File: src/rtl/sdram_arb_pkg.sv
// rtl/sdram_arb_pkg.sv - shared types and constants for the SDRAM port arbiter
package sdram_arb_pkg;

   // Default SDRAM geometry, shared with the capture block
   localparam int ADDR_W_DEF = 23;
   localparam int DATA_W_DEF = 16;

   localparam logic [1:0] ST_IDLE    = 2'd0;
   localparam logic [1:0] ST_WR_CMD  = 2'd1;
   localparam logic [1:0] ST_RD_CMD  = 2'd2;
   localparam logic [1:0] ST_RD_WAIT = 2'd3;

   typedef enum logic {GNT_WR = 1'b0, GNT_RD = 1'b1} grant_t;

   typedef enum logic [1:0] {ARB_NONE = 2'd0, ARB_WR = 2'd1, ARB_RD = 2'd2} arb_t;

   // Writes win outright above the high-water mark, otherwise reads alternate with writes
   function automatic arb_t arbitrate(input logic hi_water, input logic rd_req,
                                      input grant_t last_grant, input logic empty);
      if (hi_water)
         return ARB_WR;
      else if (rd_req && (last_grant == GNT_WR || empty))
         return ARB_RD;
      else if (!empty)
         return ARB_WR;
      else
         return ARB_NONE;
   endfunction

endpackage

File: src/rtl/pixel_wr_fifo.sv
// rtl/pixel_wr_fifo.sv - capture-word write buffer with combinational head
module pixel_wr_fifo #(
   parameter int DEPTH = 16,
   parameter int WIDTH = 39
) (
   input  logic                       iCLK,
   input  logic                       iRST,
   input  logic                       push,
   input  logic                       pop,
   input  logic [WIDTH-1:0]           wdata,
   output logic                       full,
   output logic                       empty,
   output logic [$clog2(DEPTH):0]     level,
   output logic [WIDTH-1:0]           head
);
   localparam int AW = $clog2(DEPTH);
   localparam logic [AW:0] FULL_CNT = (AW+1)'(DEPTH);

   logic [WIDTH-1:0] mem [DEPTH];
   logic [AW-1:0]    wr_ptr;
   logic [AW-1:0]    rd_ptr;
   logic [AW:0]      count;
   logic             do_push;
   logic             do_pop;

   always_comb begin
      full    = (count == FULL_CNT);
      empty   = (count == '0);
      do_pop  = pop && !empty;
      // A full buffer still takes a word when the head leaves on the same edge
      do_push = push && (!full || do_pop);
      level   = count;
      head    = mem[rd_ptr];
   end

   always_ff @(posedge iCLK or negedge iRST) begin
      if (!iRST) begin
         wr_ptr <= '0;
         rd_ptr <= '0;
         count  <= '0;
      end else begin
         if (do_push) wr_ptr <= wr_ptr + 1'b1;
         if (do_pop)  rd_ptr <= rd_ptr + 1'b1;
         count <= count + (AW+1)'(do_push) - (AW+1)'(do_pop);
      end
   end

   always_ff @(posedge iCLK) begin
      if (do_push) mem[wr_ptr] <= wdata;
   end

endmodule

File: src/rtl/sdram_port_arbiter.sv
// rtl/sdram_port_arbiter.sv - shares the SDRAM command port between capture writes and one reader
module sdram_port_arbiter
   import sdram_arb_pkg::*;
#(
   parameter int FIFO_DEPTH = 16,
   parameter int HI_WATER   = 12,
   parameter int ADDR_W     = ADDR_W_DEF,
   parameter int DATA_W     = DATA_W_DEF
) (
   input  logic                          iCLK,
   input  logic                          iRST,
   input  logic                          iWr_valid,
   input  logic [ADDR_W-1:0]             iWr_addr,
   input  logic [DATA_W-1:0]             iWr_data,
   input  logic                          iRd_req,
   input  logic [ADDR_W-1:0]             iRd_addr,
   output logic                          oRd_grant,
   output logic [DATA_W-1:0]             oRd_data,
   output logic                          oRd_valid,
   output logic                          oCmd_valid,
   output logic                          oCmd_we,
   output logic [ADDR_W-1:0]             oCmd_addr,
   output logic [DATA_W-1:0]             oCmd_data,
   input  logic                          iCmd_busy,
   input  logic [DATA_W-1:0]             iSdram_rdata,
   input  logic                          iSdram_rvalid,
   input  logic                          iClr_ovf,
   output logic                          oOverflow,
   output logic [$clog2(FIFO_DEPTH):0]   oFifo_level
);
   localparam int LW = $clog2(FIFO_DEPTH) + 1;

   logic [1:0]               state;
   grant_t                   last_grant;
   logic                     rd_req_q;
   logic                     fifo_full;
   logic                     fifo_empty;
   logic [LW-1:0]            fifo_level;
   logic [ADDR_W+DATA_W-1:0] fifo_head;
   logic                     fifo_pop;
   logic                     accept;
   logic                     launch;
   logic                     hi_water;
   arb_t                     next_arb;

   pixel_wr_fifo #(
      .DEPTH (FIFO_DEPTH),
      .WIDTH (ADDR_W + DATA_W)
   ) u_fifo (
      .iCLK  (iCLK),
      .iRST  (iRST),
      .push  (iWr_valid),
      .pop   (fifo_pop),
      .wdata ({iWr_addr, iWr_data}),
      .full  (fifo_full),
      .empty (fifo_empty),
      .level (fifo_level),
      .head  (fifo_head)
   );

   always_comb begin
      accept   = oCmd_valid && !iCmd_busy;
      hi_water = (fifo_level >= LW'(HI_WATER));
      launch   = (state == ST_IDLE) || (state == ST_WR_CMD && accept);
      // An accepted write counts as the latest grant for the decision made on that same edge
      next_arb = arbitrate(hi_water, rd_req_q,
                           (state == ST_WR_CMD) ? GNT_WR : last_grant, fifo_empty);
      fifo_pop = launch && (next_arb == ARB_WR);
      oFifo_level = fifo_level;
   end

   always_ff @(posedge iCLK or negedge iRST) begin
      if (!iRST) begin
         state      <= ST_IDLE;
         last_grant <= GNT_RD;
         rd_req_q   <= 1'b0;
         oRd_grant  <= 1'b0;
         oRd_data   <= '0;
         oRd_valid  <= 1'b0;
         oCmd_valid <= 1'b0;
         oCmd_we    <= 1'b0;
         oCmd_addr  <= '0;
         oCmd_data  <= '0;
         oOverflow  <= 1'b0;
      end else begin
         oRd_grant <= 1'b0;
         oRd_valid <= 1'b0;
         // Registered request; masked while a grant is in flight so a held request is not re-served
         rd_req_q  <= iRd_req && (state != ST_RD_CMD) && !oRd_grant;

         if (iWr_valid && fifo_full && !fifo_pop)
            oOverflow <= 1'b1;
         else if (iClr_ovf)
            oOverflow <= 1'b0;

         case (state)
            ST_IDLE, ST_WR_CMD: begin
               if (launch) begin
                  if (state == ST_WR_CMD) last_grant <= GNT_WR;
                  case (next_arb)
                     ARB_WR: begin
                        state      <= ST_WR_CMD;
                        oCmd_valid <= 1'b1;
                        oCmd_we    <= 1'b1;
                        {oCmd_addr, oCmd_data} <= fifo_head;
                     end
                     ARB_RD: begin
                        state      <= ST_RD_CMD;
                        oCmd_valid <= 1'b1;
                        oCmd_we    <= 1'b0;
                        oCmd_addr  <= iRd_addr;
                     end
                     default: begin
                        state      <= ST_IDLE;
                        oCmd_valid <= 1'b0;
                     end
                  endcase
               end
            end
            ST_RD_CMD: begin
               if (accept) begin
                  oRd_grant  <= 1'b1;
                  last_grant <= GNT_RD;
                  oCmd_valid <= 1'b0;
                  state      <= ST_RD_WAIT;
               end
            end
            default: begin
               if (iSdram_rvalid) begin
                  oRd_data  <= iSdram_rdata;
                  oRd_valid <= 1'b1;
                  state     <= ST_IDLE;
               end
            end
         endcase
      end
   end

endmodule

File: config.mk
export PLATFORM = sky130hd
export DESIGN_NAME = sdram_port_arbiter
export DESIGN_NICKNAME = d
export VERILOG_FILES = /design/src/rtl/sdram_arb_pkg.sv /design/src/rtl/pixel_wr_fifo.sv /design/src/rtl/sdram_port_arbiter.sv
export SDC_FILE = /design/constraint.sdc
export NUM_CORES = 1
export LEC_CHECK = 0
export ABC_AREA = 1
export BUFFER_PORTS_ARGS = -buffer_cell sky130_fd_sc_hd__buf_2
export CORE_UTILIZATION = 45
export CTS_CLUSTER_SIZE = 12
export DETAILED_ROUTE_END_ITERATION = 16
export PLACE_DENSITY = 0.65
export SLEW_MARGIN = 0
export SYNTH_ARGS = -nofsm -noshare
export SYNTH_HDL_FRONTEND = slang
export SYNTH_SLANG_ARGS = --single-unit
File: constraint.sdc
create_clock -name iCLK -period 9.9 [get_ports iCLK]
set_clock_uncertainty 0.15 [all_clocks]
set_input_delay 2.475 -clock iCLK [delete_from_list [all_inputs] [get_ports iCLK]]
set_output_delay 2.475 -clock iCLK [all_outputs]
set_load 0.005 [all_outputs]
### Word-level counts from Yosys, hierarchy flattened

Memory sizes are Yosys's and may differ from the RTL's.
Index checks and enable logic that the tools add are counted.

* RAM bits: 624
* memories kept: 1
* bits in registers: 77
* input port bits: 85
* output and inout port bits: 65

* order comparisons: 1
* bitwise logic cells: 2
* reduce and logical (&&, ||, !) cells: 32
* mux-type cells: 26
* add/subtract/negate cells: 4
* eq/ne operators: 8

Memories
* u_fifo.mem: words 16, bits a word 39, rd ports 1, clocked after memory_dff 0, wr ports 1, RTL line pixel_wr_fifo.sv:19 `logic [WIDTH-1:0] mem [DEPTH];`

Operator list (number)
* one-hot mux 23 bit (2 select lines): 1
* two-way mux 1 bit: 15
* AND reduction 3 bit: 4
* logical AND 1 bit: 10
* two-way mux 2 bit: 5
* adder 4 x 1 -> 4 bit, second input constant: 2
* one-hot mux 2 bit (2 select lines): 2
* inequality test 2 bit, second input constant: 3
* one-hot mux 1 bit (2 select lines): 3
* nonzero test 2 bit: 3
* adder 5 x 1 -> 5 bit: 1
* == test 5 bit, second input constant: 1
* greater-or-equal comparator 5 x 4 -> 1 bit, second input constant: 1
* zero test 1 bit: 5
* zero test 5 bit: 1
* subtractor 5 x 1 -> 5 bit: 1
* == test 2 x 1 -> 1 bit, second input constant: 2
* == test 2 bit, second input constant: 2
* OR reduction 2 bit: 2
* logical OR 1 bit: 3
* nonzero test 3 bit: 1
* OR reduction 3 bit: 1
* zero test 2 bit: 1
* inverter 1 bit: 2
* AND reduction 2 bit: 1

### Longest topological paths before layout

Gate-level depths: netlist of run 1.

* word-level depth: 14
* mapped depth: 19

### By module

A second synthesis of run 1 with hierarchy kept.

* cell total of the unflattened synthesis: 2878
* area total of the unflattened synthesis: 29751.0 µm²

Modules (own cells, without submodules)
* pixel_wr_fifo: area each 26867.0 µm², instances 1, cells each 2549, seq. area each 19063.3 µm²
* sdram_port_arbiter: area each 2884.0 µm², instances 1, cells each 329, seq. area each 1602.8 µm²

### Worst setup path before layout of run 1

No wires, ideal clock.

* path type: input port to flip-flop
* start point: in iCmd_busy
* end point: mem u_fifo.mem[11][0], enable pin
* arrival: 4.841 ns
* buffers on the path: 0
* slack: 4.474 ns
* setup time: 0.435 ns
* stages on the path: 9
* path through: inv_2 nand2_2 a21oi_2 nand2_1 nand2_1 nand2_1 clkinv_1 nand2_1 nor2_1

* word-level cells in the longest chain between the ends: 10

RTL lines
* start, declared: RTL line sdram_port_arbiter.sv:24 `input logic iCmd_busy,`
* zero test 1 bit: RTL line sdram_port_arbiter.sv:62 `accept = oCmd_valid && !iCmd_busy;`
* logical AND 1 bit: RTL line sdram_port_arbiter.sv:62
* logical AND 1 bit: RTL line sdram_port_arbiter.sv:64 `launch = (state == ST_IDLE) || (state == ST_WR_CMD && accept);`
* logical OR 1 bit: RTL line sdram_port_arbiter.sv:64
* logical AND 1 bit: RTL line sdram_port_arbiter.sv:68 `fifo_pop = launch && (next_arb == ARB_WR);`
* logical AND 1 bit: RTL line pixel_wr_fifo.sv:29 `do_pop = pop && !empty;`
* logical OR 1 bit: RTL line pixel_wr_fifo.sv:31 `do_push = push && (!full || do_pop);`
* logical AND 1 bit: RTL line pixel_wr_fifo.sv:31
* two-way mux 1 bit: RTL line pixel_wr_fifo.sv:49 `if (do_push) mem[wr_ptr] <= wdata;`
* two-way mux 1 bit (implied by the code): RTL line pixel_wr_fifo.sv:49
* end, declared: RTL line pixel_wr_fifo.sv:19

Every way passes these cells.

### Worst setup path in the final report of run 1

Ends and elaborated chain as after synthesis.

==> metrics.md, run 1 <==
| Metric | Value |
|---|---|
| Outcome | finished, final reports clean |
| DRC violation count after routing | 0 |
| Global route total overflow | 0 |
| WL per Instance | 18.9 um |
| Setup TNS | 0 ns |
| Layout cells sized above 1 | between 10 and 15% |
| Gate Count Post-Synth | 2676 |
| Hold_buf cts | 0 |
| Row cnt | 92 |
| Initial antenna violation count | 0 |
| Tcrit/Tclk final | 49.7% |
| Primary FF master, synth | edfxtp_1 |
| Initial core utilization | a little under half |
| Asr flop ratio synth | between 10% and 20% |
| Min cycle time layout | 4.92 ns |
| Inserted Diodes | 0 |
| Die H | approximately 260 um |
| Yosys warns | 0 |
| RR Startpoint | u_fifo.level[2]$_DFF_PN0_ |
| Vias per inst | between 5 and 6 |
| Crit path cell chain | buf_2 -> inv_2 -> nand2_2 -> a21oi_2 -> nand2_1 -> buf_4 -> nand2_1 -> nand2_1 -> clkinv_1 -> nand2_1 -> nor2_4 -> buf_4 |
| Hold_sp | oRd_grant$_DFF_PN0_ |
| CP peak stage delay | 0.66 ns |
| Synth top area share | 64.3% |
| Worst hold path class | reg2reg |
| Final setup vio count | 0 |
| HPWL after detailed placement | approximately 38 mm |
| Placed Area | between 30000 and 40000 um2 |
| Mapped Area | approximately 30000 um2 |
| Largest delay share family, worst path | simple AND/OR/NAND/NOR gates |
| Unique masters post-synth | 31 |
| Critical Path RT | around 10 ns |
| I/O pin total | 150 |
| Dpl ws | 4.32 ns |
| Root Driver | clkbuf_16 |
| CP Buf/Inv Count | 5 |
| Crit path top cell by count | nand2_1 |
| Area of the multi-input gates | 7010 um2 |
| Leak pwr | 0.0133 uW |
| Commonest non-fill, non-tap cell in the layout | nand2_1 |
| Post-synth top area cell | edfxtp_1 |
| Most frequent cells in the layout | 773 x nand2_1, 624 x edfxtp_1, 356 x nand3_1, 277 x nor2_1, 224 x inv_1 |
| H-tree levels | 3 |
| Core Footprint | ~64000 um2 |
| IO Port Bufs | 149 |
| Area growth, synth to finish | 12.7% |
| Die span in x | 257 um |
| Nets | 2888 |
| Sequential area share after synthesis | 70.9% |
| Critical path depth in cells | 12 |
| Seq cells post-synth | 701 |
| Worst Tran Pin Value | 1.21 ns |
| Worst Setup SP | iCmd_busy |
| Final instance area | ~33000 um2 |
| Vias in the first global route | 19000 |
| Power Density | 289 nW/um2 |
| Routability Congestion | 0.772 |
| Mapped Avg Cell Area | 10.9 um2 |
| Worst slew margin | 19.4% |
| Setup WS post-layout | 4.98 ns |
| Initial DRC Count | between 1500 and 2000 |
| Max clock buf depth | 3 |
| Post-DRT Antenna Nets | 0 |
| Post-CTS setup buffers | 0 |
| Storage cell area | 20700 um2 |
| Crit Path Max Fanout | 22 |
| Final hold violations | 0 |
| Worst Setup Start Kind | input port |
| CP endpoint kind | register |
| Number of enable flip-flop cells after synthesis | 624 |
| Global-route wire length before repair | 109 mm |
| Max VDD drop | 0.000289 V |
| Max Slew Vio Count | 0 |
| Post-Syn Nets | between 2000 and 3000 |
| Clk Latency, worst-skew pair | 0.62 ns |
| Clock sinks | roughly 700 |
| Die area | 65800 um2 |
| Max-cap violation count | 0 |
| RSZ-0062 raised after global routing | no |
| Vias | 19100 |
| Clock-pin slew on the worst setup and hold paths | 0.05 ns |
| R2R cell count | 16 |
| Crit-path slowest cell | nor2_4 |
| Post-cts gate resize count | 0 |
| Tot GR Track Use | roughly 21% |
| CTS buffer count | 75 |
| Critical Path AT | around 5.0 ns |
| Largest net degree at the start of global routing | 181 |
| Hold path depth | 1 |
| CTS tree | done |
| Final wirelength | between 60 and 70 mm |
| Drt pass-1 iters | 6 |
| Achievable Freq | 0.203 GHz |
| Leading post-synthesis cells by cell area | edfxtp_1 64%, nand2_1 9.9%, dfrtp_1 6.5%, nand3_1 6.1%, nor2_1 3.8% |
| Fillers | 5553 |
| WS Path Type | in2reg |
-- per-layer routing --
| metal | up-vias | routed length, um | global-route usage, % |
|---|---|---|---|
| met2 | 598 | 33900 | 35.8 |
| li1 | 9142 | - | - |
| met3 | 103 | 4190 | 2.91 |
| met1 | 9270 | 30500 | 29.4 |
| met4 | 0 | 1300 | 6.30 |
| met5 | - | 0 | 0 |
-- cells by family (layout without fill, tap and decap cells) --
| kind of cell | count (synthesis) | in the layout | share of synthesized area [%] |
|---|---|---|---|
| adders and majority gates | 17 | 17 | 0.755 |
| DFF | 701 | 701 | 70.9 |
| xor gates and xnor gates | 8 | 8 | 0.240 |
| buffers and inverters | 376 | 543 | 5.50 |
| and+or+nand+nor | 1427 | 1427 | 20.0 |
| AOI/OAI and AO/OA | 147 | 147 | 2.69 |
-- sequential cells by signal, summed over array words and instances, names as in the netlist --
name	flops
last_grant	1
oCmd_addr	23
oCmd_data	16
oCmd_valid	1
oCmd_we	1
oOverflow	1
oRd_data	16
oRd_grant	1
oRd_valid	1
rd_req_q	1
state	2
u_fifo.level	5
u_fifo.mem	624
u_fifo.rd_ptr	4
u_fifo.wr_ptr	4
-- where the power goes --
part	internal (uW)	switching [uW]
Sequential	3630	286
Clock	1520	1110
Combinational	903	2060
Total	6050	3460
-- Yosys cell counts (2+ instances only) --
| master | instances |
|---|---|
| a21oi_1 | 4 |
| a22oi_1 | 2 |
| buf_1 | 17 |
| buf_2 | 56 |
| buf_4 | 7 |
| buf_6 | 11 |
| clkbuf_1 | 51 |
| clkinv_1 | 4 |
| dfrtp_1 | 76 |
| edfxtp_1 | 624 |
| ha_1 | 16 |
| inv_1 | 224 |
| inv_2 | 4 |
| nand2_1 | 773 |
| nand3_1 | 356 |
| nor2_1 | 293 |
| o211ai_1 | 16 |
| o21ai_0 | 122 |
| o21ai_1 | 2 |
| xnor2_1 | 2 |
| xor2_1 | 6 |
-- per-stage QoR --
stage                     cells  total power [uW]  hold slack [ns]  util [%]
after floorplan            2676              5990            0.273         -
after global placement     3555              6870            0.254      48.2
after detailed placement   3555              6940            0.257      48.2
after CTS                  3689              9580            0.268      51.7
after global routing       3689             10100            0.291      51.7
final                      3689              9510            0.267      51.7
-- path summary, 6_finish.rpt --
path / to / slack (ns)
setup reg to reg: u_fifo.mem[11][0]$_DFFE_PP_ / 5.75
max in group asynchronous: u_fifo.rd_ptr[2]$_DFFE_PN0P_ / 6.81
hold reg to reg: rd_req_q$_DFF_PN0_ / 0.27
hold / removal: rd_req_q$_DFF_PN0_ / 0.27
min in group asynchronous: oRd_data[3]$_DFFE_PN0P_ / 1.69
setup / recovery: u_fifo.mem[11][0]$_DFFE_PP_ / 4.98
-- final cells by class --
type                       count  area share, %
sequential                   701           62.9
clock buffer                 116           6.55
inverter                     233           2.68
timing repair buffer         176           2.93
clock inverter                18          0.373
tap                          846           3.22
multi-input combinational   1599           21.3
Power figures use the tool's default switching activity.
==> run 2: changes to the inputs <==
- ABC_AREA: 1 -> 0
- clock period: 9.9 -> 4.75 ns (I/O delays scaled with it)
==> run 2 against run 1 <==
Compared with the run above: register-to-register slack got worse by 5.4 ns; non-clock buffer count is 11 higher; clock power up 110%; synthesized cell count shrank 53%; total power rose by 100%; cell count fell by 38%; worst setup slack got worse by 4.7 ns; sequential cell count did not move; largest power group unchanged; highest routed layer is now met5.
==> metrics.md, run 2 <==
| Metric | Value |
|---|---|
| Outcome | finished, final reports clean |
| Post-synth top area cell | edfxtp_1 |
| Worst slew margin | around 25% |
| Die H | 249 um |
| Post-DRT Antenna Nets | 0 |
| Primary FF master, synth | edfxtp_1 |
| Worst Tran Pin Value | approximately 1.1 ns |
| HPWL after detailed placement | approximately 34 mm |
| Clk Latency, worst-skew pair | 0.61 ns |
| Commonest cells post-synth | 624 x edfxtp_1, 154 x mux4_2, 76 x dfrtp_1, 54 x mux2_2, 46 x mux2i_1 |
| Critical Path AT | 4.56 ns |
| Max Slew Vio Count | 0 |
| DRC violation count after routing | 0 |
| Largest net degree at the start of global routing | 75 |
| Routing usage on met2 | 31.9% |
| Sequential area share after synthesis | 75.3% |
| CTS buffer count | 74 |
| Worst hold path class | reg2reg |
| H-tree levels | 3 |
| Area growth, synth to finish | 14.3% |
| Core Footprint | 60400 um2 |
| Top Registers | u_fifo.mem (624), oCmd_addr (23) |
| Root Driver | clkbuf_16 |
| Clock-pin slew on the worst setup and hold paths | 0.06 ns |
| Number of enable flip-flop cells after synthesis | 624 |
| Gate Count Post-Synth | 1263 |
| Total power | 19100 uW |
| Biggest register | u_fifo.mem |
| Post-CTS setup buffers | 0 |
| Layout cells sized above 1 | ~36% |
| Largest register FFs | 624 |
| Crit Path Max Fanout | 27 |
| Mapped Avg Cell Area | 21.7 um2 |
| Tot GR Track Use | between 15 and 20% |
| Final wirelength | between 50 and 60 mm |
| Post-cts gate resize count | 0 |
| Die span in x | 249 um |
| Hold_buf cts | 0 |
| Asr flop ratio synth | 11.0% |
| Drt pass-1 iters | 5 |
| Vias per inst | 5.68 |
| Tcrit/Tclk final | about 93% |
| WL per Instance | 26.1 um |
| Nets | 1559 |
| Max clock buf depth | 3 |
| Mapped Area | ~27000 um2 |
| Global-route wire length before repair | roughly 90 mm |
| Vias | 13000 |
| Initial DRC Count | between 1000 and 1500 |
| Initial core utilization | 45.5% |
| Gr busiest metal | met2 |
| I/O pin total | 150 |
| Grt met3 use | 4.08% |
| Max VDD drop | 0.000334 V |
| Seq cells post-synth | around 700 |
| Final setup vio count | 0 |
| Setup TNS | 0 ns |
| RSZ-0062 raised after global routing | no |
| Final Non-Filler Cells | 2297 |
| Post-Syn Nets | 1365 |
| Yosys warns | 0 |
| Leading post-synthesis cells by cell area | edfxtp_1 68%, mux4_2 13%, dfrtp_1 6.9%, mux2_2 2.2%, mux2i_1 1.7% |
| Commonest non-fill, non-tap cell in the layout | edfxtp_1 |
| Die area | between 60000 and 70000 um2 |
| WS Path Type | reg2reg |
| IO Port Bufs | 149 |
| Initial antenna violation count | 2 |
| Worst Setup Start Kind | register |
| Count leader, synth | edfxtp_1 |
| CP endpoint kind | register |
| Achievable Freq | 0.226 GHz |
| Max-cap violation count | 0 |
| Global route total overflow | 0 |
| Min cycle time layout | approximately 4.4 ns |
| Min Hold Slack | 0.290 ns |
| CTS tree | done |
| Unique masters post-synth | 53 |
| Routability Congestion | 0.746 |
| Power Density | 609 nW/um2 |
| Final hold violations | 0 |
| Synth top area share | between 60 and 70% |
| Placed Instances | 2163 |
| Most frequent cells in the layout | 624 x edfxtp_1, 154 x mux4_2, 148 x buf_2, 79 x clkbuf_16, 72 x dfrtp_1 |
| Clock sinks | 701 |
| Vias in the first global route | 13800 |
| Row cnt | 90 |
| Fin util | 52.0% |
| Leak pwr | 0.0107 uW |
| Met1 Resource Use GR | between 20% and 30% |
| Critical Path RT | between 4 and 5 ns |
[run 2: cell types whose count changed after synthesis, sizes merged, moves of 31 or more]
cell and delta:
buf -38, clkbuf -36, inv -185, mux2 +57, mux2i +46, mux4 +156, nand2 -765, nand3 -332
nor2 -290, o21ai -117, o22ai +31
[run 2: critical path: stages, from the launching register on]
cell and delay [ns]:
dfrtp_1 0.42, inv_1 0.10, ha_1 0.21, nor4b_1 0.19, o211ai_1 0.34, inv_1 0.11, a21oi_1 0.19, ha_1 0.22
inv_1 0.11, a211oi_4 0.24, o21a_1 0.45, and3_2 0.97, buf_4 0.40
[run 2: power by group]
group | switching (uW) | internal, uW
clock | 2260 | 3210
combinational | 2640 | 2640
sequential | 753 | 7600
total | 5650 | 13500
[run 2: layout make-up]
class | instances | area (um2)
multi-input combinational | 449 | 6150
clock inverter | 17 | 110
timing repair buffer | 187 | 1100
clock buffer | 116 | 2190
tap | 782 | 978
inverter | 44 | 165
sequential | 701 | 20700
fill | 4726 | 29000
antenna | 1 | 2.50
[run 2: routing by layer]
| metal | up-vias | part of all wire, % | wire (um) |
|---|---|---|---|
| li1 | 5612 | - | - |
| met1 | 6881 | 43 | 25500 |
| met2 | 453 | 49 | 29500 |
| met3 | 91 | 6.2 | 3720 |
| met4 | 2 | 2.1 | 1240 |
| met5 | - | 0.018 | 11 |
[run 2: logic make-up after synthesis]
logic type	Yosys count	share of synthesized area, %
buffers and inverters	113	2.40
flip-flops	701	75.3
multiplexers	259	16.9
adder cells (fa/ha/maj)	17	0.802
XOR/XNOR	9	0.287
AO/OA/AOI/OAI	98	2.96
AND/OR/NAND/NOR	66	1.35
[run 2: through the flow]
step                setup slack (ns)  area, um2
finish                         0.317      31400
global route                 0.00453      31400
CTS                            0.291      31400
detailed placement             0.329      29100
global placement               0.412      29100
floorplan                      0.765      27400
[run 2: path summary, 6_finish.rpt]
| kind | from | endpoint | slack, ns | cells past startpoint |
|---|---|---|---|---|
| max reg2reg | u_fifo.level[2]$_DFF_PN0_ | u_fifo.mem[4][2]$_DFFE_PP_ | 0.32 | 12 |
| min in group asynchronous | iRST | oRd_data[7]$_DFFE_PN0P_ | 0.52 | 1 |
| min reg2reg | oRd_grant$_DFF_PN0_ | rd_req_q$_DFF_PN0_ | 0.29 | 1 |
| max in group asynchronous | iRST | oCmd_addr[10]$_DFFE_PN0P_ | 2.98 | 2 |
| min | oRd_grant$_DFF_PN0_ | rd_req_q$_DFF_PN0_ | 0.29 | 1 |
| max | u_fifo.level[2]$_DFF_PN0_ | u_fifo.mem[4][2]$_DFFE_PP_ | 0.32 | 12 |
